`config.mk`:
```
export PLATFORM = sky130hd
export DESIGN_NAME = fu_issue_ctrl
export DESIGN_NICKNAME = d
export VERILOG_FILES = /design/src/rtl/fu_issue_ctrl.sv
export SDC_FILE = /design/constraint.sdc
export NUM_CORES = 1
export LEC_CHECK = 0
export BUFFER_PORTS_ARGS = -buffer_cell sky130_fd_sc_hd__buf_4
export CELL_PAD_IN_SITES_DETAIL_PLACEMENT = 1
export CELL_PAD_IN_SITES_GLOBAL_PLACEMENT = 2
export CORE_MARGIN = 10
export CORE_UTILIZATION = 39
export DETAILED_ROUTE_END_ITERATION = 7
export HOLD_SLACK_MARGIN = 0.06
export PLACE_DENSITY = 0.82
export SYNTH_ARGS = -nofsm -noshare
export SYNTH_HDL_FRONTEND = slang
export SYNTH_SLANG_ARGS = --single-unit
```
`constraint.sdc`:
```
create_clock -name clk -period 6.01 [get_ports clk]
set_input_delay 1.202 -clock clk [delete_from_list [all_inputs] [get_ports clk]]
set_output_delay 1.202 -clock clk [all_outputs]
set_load 0.005 [all_outputs]
```
`src/rtl/fu_issue_ctrl.sv`:
```
// Issue controller: hazard checks for the ID instruction plus a latency-indexed
// write-back reservation table and per-FU / per-register busy tracking.
module fu_issue_ctrl #(
  parameter int unsigned FU_NUM         = 6,
  parameter int unsigned MAX_FU_LATENCY = 31,
  parameter int unsigned FU_ID_W        = 3
) (
  input  logic                 clk,
  input  logic                 rst,
  input  logic                 issue_valid,
  input  logic [FU_ID_W-1:0]   issue_fu,
  input  logic [4:0]           issue_latency,
  input  logic [4:0]           issue_rd,
  input  logic [4:0]           issue_rs1,
  input  logic [4:0]           issue_rs2,
  input  logic                 issue_use_rs1,
  input  logic                 issue_use_rs2,
  output logic                 issue_ready,
  output logic                 stall_struct,
  output logic                 stall_data,
  output logic [FU_NUM-1:0]    fu_status,
  output logic [FU_NUM*5-1:0]  fu_write_to,
  output logic [FU_NUM-1:0]    fu_writeback_en,
  output logic [31:0]          reg_pending
);

  localparam int unsigned Slots = MAX_FU_LATENCY + 1;

  logic [FU_ID_W-1:0] slot_q [Slots];
  logic [FU_NUM-1:0]  fu_status_q;
  logic [4:0]         fu_rd_q [FU_NUM];
  logic [31:0]        pending_q;

  logic               fu_ok, lat_ok, req_ok;
  logic               fu_busy, slot_hit, struct_bad;
  logic               raw1, raw2, waw, data_bad;
  logic               accept;
  logic [FU_ID_W-1:0] wb_fu;

  assign wb_fu       = slot_q[0];
  assign fu_status   = fu_status_q;
  assign reg_pending = pending_q;

  always_comb begin
    fu_ok  = (issue_fu != '0) && ({1'b0, issue_fu} < (FU_ID_W + 1)'(FU_NUM));
    lat_ok = (issue_latency != 5'd0) && (6'(issue_latency) <= 6'(MAX_FU_LATENCY));
    fu_busy = fu_ok && fu_status_q[issue_fu];
    // Collision is checked against the pre-shift table at index issue_latency.
    slot_hit = 1'b0;
    for (int unsigned k = 0; k < Slots; k++) begin
      if ((6'(k) == 6'(issue_latency)) && (slot_q[k] != '0)) slot_hit = 1'b1;
    end
    struct_bad = fu_busy || slot_hit;

    raw1     = issue_use_rs1 && (issue_rs1 != 5'd0) && pending_q[issue_rs1];
    raw2     = issue_use_rs2 && (issue_rs2 != 5'd0) && pending_q[issue_rs2];
    waw      = (issue_rd != 5'd0) && pending_q[issue_rd];
    data_bad = raw1 || raw2 || waw;

    req_ok       = !rst && fu_ok && lat_ok;
    issue_ready  = req_ok && !struct_bad && !data_bad;
    stall_struct = req_ok && issue_valid && struct_bad;
    stall_data   = req_ok && issue_valid && data_bad;
    accept       = issue_valid && issue_ready;
  end

  always_comb begin
    for (int unsigned i = 0; i < FU_NUM; i++) begin
      fu_writeback_en[i] = (i != 0) && (wb_fu == FU_ID_W'(i));
      fu_write_to[5*i +: 5] = fu_rd_q[i];
    end
  end

  always_ff @(posedge clk or posedge rst) begin
    if (rst) begin
      for (int unsigned k = 0; k < Slots; k++) slot_q[k] <= '0;
      for (int unsigned i = 0; i < FU_NUM; i++) fu_rd_q[i] <= '0;
      fu_status_q <= '0;
      pending_q   <= '0;
    end else begin
      for (int unsigned k = 0; k + 1 < Slots; k++) slot_q[k] <= slot_q[k+1];
      slot_q[Slots-1] <= '0;
      if (accept) slot_q[issue_latency - 5'd1] <= issue_fu;

      // Completion first; an accept to a different FU/rd in the same cycle still lands.
      if (wb_fu != '0) begin
        fu_status_q[wb_fu]         <= 1'b0;
        pending_q[fu_rd_q[wb_fu]]  <= 1'b0;
      end
      if (accept) begin
        fu_status_q[issue_fu] <= 1'b1;
        fu_rd_q[issue_fu]     <= issue_rd;
        if (issue_rd != 5'd0) pending_q[issue_rd] <= 1'b1;
      end
    end
  end

endmodule

```
# After elaboration in Yosys (flattened, before gate mapping)
# Cells that the tools add are included.
# word_totals
ff_bits	164
inputBits	28
out_inout_bits	77
wordCells	262
# op_classes
n_addsub	1
n_lt_le_gt_ge	16
eq_ne	36
n_mux	63
bitwise	9
reduce_logical	97
# ops
cell	n
nonzero test 3 bit	33
bitwise mux 96 bit	1
2-to-1 mux 32 bit	3
2-to-1 mux 96 bit	1
equality test 5 bit (first input constant)	16
logical AND 1 bit	53
equality test 4 x 5 -> 1 bit (first input constant)	8
2-to-1 mux 1 bit	40
bitwise AND 32 bit	1
inverter 32 bit	1
bitwise OR 32 bit	1
bitwise mux 30 bit	1
less-than comparator 5 x 6 -> 1 bit (second input constant)	4
equality test 3 x 5 -> 1 bit (first input constant)	4
nonzero test 5 bit	4
binary-select mux 1 bit (select 5 bit)	3
binary-select mux 5 bit (select 3 bit)	1
demux 3 bit (select 5 bit)	1
demux 5 bit (select 3 bit)	1
2-to-1 mux 5 bit	3
2-to-1 mux 6 bit	2
demux 1 bit (select 5 bit)	2
equality test 2 x 5 -> 1 bit (first input constant)	2
>= comparator 5 x 1 -> 1 bit (second input constant)	2
23 further kinds	34

# Logic depth before layout (Yosys ltp)
# logic_depth
word_depth	40
ltp_mapped	11
depth_no_buf	7

# Worst setup path before layout
# Ideal clock, no wire load.
# synth_timing
path_kind	input to output
from	in issue_rs2[0]
to	out stall_data
t_arrival_ns	3.178
required_ns	4.808
slack_ns	1.630
path_stages	8
n_path_buf	2
cell_sequence	buf_2 > mux4_2 > nor2b_1 > a211o_1 > a31o_2 > a211oi_1 > buf_4 > nor2_1
# synth_between
elab_chain_len	6
elab_cells_between_ends	8
cone_classes	2 x mux; 6 x reduce/logical
# synth_lines
element	line	rtl
start: declaration	15	input logic [4:0] issue_rs2,
binary-select mux 1 bit (select 5 bit) or nonzero test 5 bit (tied branches)	56	raw2 = issue_use_rs2 && (issue_rs2 != 5'd0) && pending_q[issue_rs2];
2-to-1 mux 1 bit (implied by the code) or logical AND 1 bit (tied branches)	56	
logical AND 1 bit (*)	56	
logical OR 1 bit (*) (2 in series)	58	data_bad = raw1 || raw2 || waw;
logical AND 1 bit (*)	63	stall_data = req_ok && issue_valid && data_bad;
end: declaration	20	output logic stall_data,
# Every way passes the cells marked *; elsewhere a longest branch is shown, timed or not. The select of a mux whose other input is x is not followed.

# Final worst setup path
# layout_timing
from	in issue_latency[1]
to	out issue_ready
# layout_between
elab_chain_len	38
elab_cells_between_ends	102
cone_classes	31 x eq/ne; 32 x mux; 39 x reduce/logical
# layout_lines
element	line	rtl
start: declaration	12	input logic [4:0] issue_latency,
zero test 5 bit	51	if ((6'(k) == 6'(issue_latency)) && (slot_q[k] != '0)) slot_hit = 1'b1;
logical AND 1 bit	51	
2-to-1 mux 1 bit (32 in series)	51	
logical OR 1 bit	53	struct_bad = fu_busy || slot_hit;
zero test 1 bit	61	issue_ready = req_ok && !struct_bad && !data_bad;
logical AND 1 bit (*) (2 in series)	61	
end: declaration	18	output logic issue_ready,
# Every way passes the cells marked *; elsewhere a longest branch is shown, timed or not.

==> impl_metrics.yaml <==
timing:
  max_freq_ghz: 0.212
  tightest_slew_ps: 1170
  setup_tns_ps: 0
  worst_hold_slack_ps: 379
  relSlewSlack: 0.210
  drv_slew: 0
  hold_viol_final: 0
  fin_skew_ps: 13.8
  rsz0062_at_grt: "no"
  period_needed_ps: 4720
  fin_crit_sh: 0.785
  setup_viol_count_final: 0
setup_path:
  critPathKind: "in -> out"
  cp_slowest_stage_delay_ps: 530
  start_kind: "input pin"
  cp.arrival_ps: 3510
  crit_start: "issue_latency[1]"
  endpoint_kind: "output port"
  slowest_stage: "or4_1"
  reg2regPathDepth: 7
  worstPathRequired_ps: 4810
  cp_cell_sequence: "buf_4 > nor4b_1 > buf_4 > o2bb2ai_1 > or4_1 > or3_1 > a21o_1 > nor2_1 > buf_4"
  r2r-start: "slot_q[27]"
  rrSetupSlack_ps: 2170
  crit_fanout: 21
  r2r_end: "reg_pending[27]"
  crit_top_cell: "buf_4"
  crit_path_end: "issue_ready"
clocking:
  cts_buffers: 17
  cts_tree: "done"
  cts_hold_buf: 0
  post_cts_resized: 0
  clkLatencyLatePin_ps: 440
  cts_sinks: 164
  ctsLongestPathBuffers: 2
  cts-root-buf: "clkbuf_16"
  clk_pin_slew_ps: 60
  postCtsSetupRepairBufs: 0
  h-tree-depth: 4
final_layout:
  utilization: 0.480
  diodes: 0
  nets: 781
  fin_cells: 1031
  mostFrequentLayoutCell: "dfrtp_1"
  syn_to_final_growth_pct: 19.6
  layout-drive-gt1-share: 0.261
  final_cell_mix: "dfrtp_1, buf_4, a21o_1, o21ai_0, o21bai_1"
floorplan:
  core_area_sq_um: 19700
  die_area_sq_um: 26300
  num_io_pins: 105
  row_count: 51
  initial_core_util: 0.402
  dieWidth_microns: 162
  die_y_microns: 162
yosys:
  yosysSeqAreaShare: 0.520
  async_reset_ff_frac: 1.00
  avgSynthCellArea_sq_um: 11.9
  ys_warn_count: 0
  synth_enable_flop_cells: 0
  synth_area_sq_um: 7890
  synth.distinct_cells: 67
  ys.flop_type: "dfrtp_1"
  synth_seq_cells: 164
  synth_cells: 665
status:
  status: "complete, no violations"
drt:
  wl_per_cell_microns: 24.8
  drc: 0
  viasPerCell: 5.88
  wirelength_microns: 25500
  ant_nets: 0
  vias: 6066
  drtPass1Iterations: 5
  drt_iter0_markers: 357
run:
  drv_cap: 0
power:
  p_seq_frac: 0.462
  ir_drop_mv: 0.194
  report.power.total_mw: 2.63
  p_sw_uw: 672
  cellPowerDensity_nw_per_um2: 278
  swShare: 0.256
  comb_power_share: 0.105
  intPower_mw: 1.95
  clkPwrFrac: 0.434
  p_leak_nw: 4.27
placement:
  gp_congestion: 0.898
  dp.cells: 999
  port_buffers: 103
  place_hpwl_microns: 18500
min_path:
  hold_path.class: "reg -> reg"
grt:
  grt_usage: 0.196
  grt_pass1_wl_microns: 40200
  antenna_found_initial: 0
  overflow: 0
  grt_start_max_net_pins: 97
  grt_pass1_vias: 6777
-- Yosys cell counts (5+ instances only) --
| cell type | number | area share |
|---|---|---|
| nand3_1 | 10 | 0.0063 |
| o22ai_1 | 12 | 0.0095 |
| buf_2 | 12 | 0.0076 |
| o21ai_2 | 14 | 0.016 |
| mux2i_1 | 24 | 0.030 |
| o31ai_1 | 5 | 0.0048 |
| buf_6 | 7 | 0.010 |
| mux4_2 | 19 | 0.054 |
| dfrtp_1 | 164 | 0.52 |
| and3_1 | 8 | 0.0063 |
| nor2b_1 | 5 | 0.0040 |
| inv_1 | 7 | 0.0033 |
| nor2_1 | 23 | 0.011 |
| o21ai_1 | 20 | 0.013 |
| mux2_1 | 23 | 0.033 |
| mux2_2 | 6 | 0.0086 |
| a21o_1 | 66 | 0.063 |
| or3_1 | 15 | 0.012 |
| o21ai_0 | 32 | 0.020 |
| o21bai_1 | 32 | 0.030 |
| nand2_1 | 24 | 0.011 |
| clkbuf_1 | 20 | 0.0095 |
| a21oi_1 | 7 | 0.0044 |
| nor3_1 | 27 | 0.017 |
-- how the worst min path moves through the flow --
| stage | startpoint | to | depth (start not counted) |
|---|---|---|---|
| 6_report | fu_status[0] | fu_status[0] | 0 |
| 5_1_grt | fu_status[0] | fu_status[0] | 0 |
| 4_1_cts | fu_status[0] | fu_status[0] | 0 |
| 3_5_place_dp | fu_status[0] | fu_status[0] | 0 |
| 3_3_place_gp | fu_status[0] | fu_status[0] | 0 |
| 2_1_floorplan | slot_q[20] | slot_q[23] | 1 |
-- layout make-up --
class                   instances  area [sq um]
clock buffers                  18           439
clock inverters                14           176
fillers                      2146         10200
multi-input cells             452          3530
well taps                     265           332
repair buffers                110           826
flip-flops and latches        164          4100
inverters                       8          35.0
-- logic make-up after synthesis --
logic type / count (synthesis) / synth area share
AO/OA/AOI/OAI: 215 / 0.190
buffers and inverters: 52 / 0.0347
flip-flops: 164 / 0.520
multiplexers: 72 / 0.126
other: 1 / 0.000475
AND/OR/NAND/NOR: 161 / 0.128
-- flip-flops by register name, summed over array words and instances (netlist names) --
name	cells
slot_q	93
reg_pending	32
fu_write_to	30
fu_status	6
wb_fu	3
-- power groups by stage --
stage / sequential, mW / combinational [mW] / clock, mW
final: 1.21 / 0.275 / 1.14
after global routing: 1.22 / 0.305 / 1.20
after CTS: 1.21 / 0.280 / 1.16
after detailed placement: 1.23 / 0.278 / 0
after global placement: 1.23 / 0.269 / 0
after floorplan: 1.21 / 0.173 / 0
-- worst max-delay path, delay by kind of cell --
| kind | cells | cell delay, ps |
|---|---|---|
| compound gates | 2 | 440 |
| buf+inv | 3 | 530 |
| simple gates | 4 | 1340 |
-- through the flow --
stage	area, sq um	setup slack, ps
6_report	9440	1290
5_1_grt	9440	1100
4_1_cts	9440	1330
3_5_place_dp	8830	1330
3_3_place_gp	8830	1400
2_1_floorplan	7900	375
-- routing by layer --
| layer | global-route usage | share of wire | wire length (microns) |
|---|---|---|---|
| met2 | 0.349 | 0.52 | 13400 |
| met1 | 0.232 | 0.41 | 10400 |
| met3 | 0.0354 | 0.049 | 1260 |
| met4 | 0.0637 | 0.020 | 509 |
| met5 | 0 | 0 | 0 |
(Power assumes the default switching activity.)
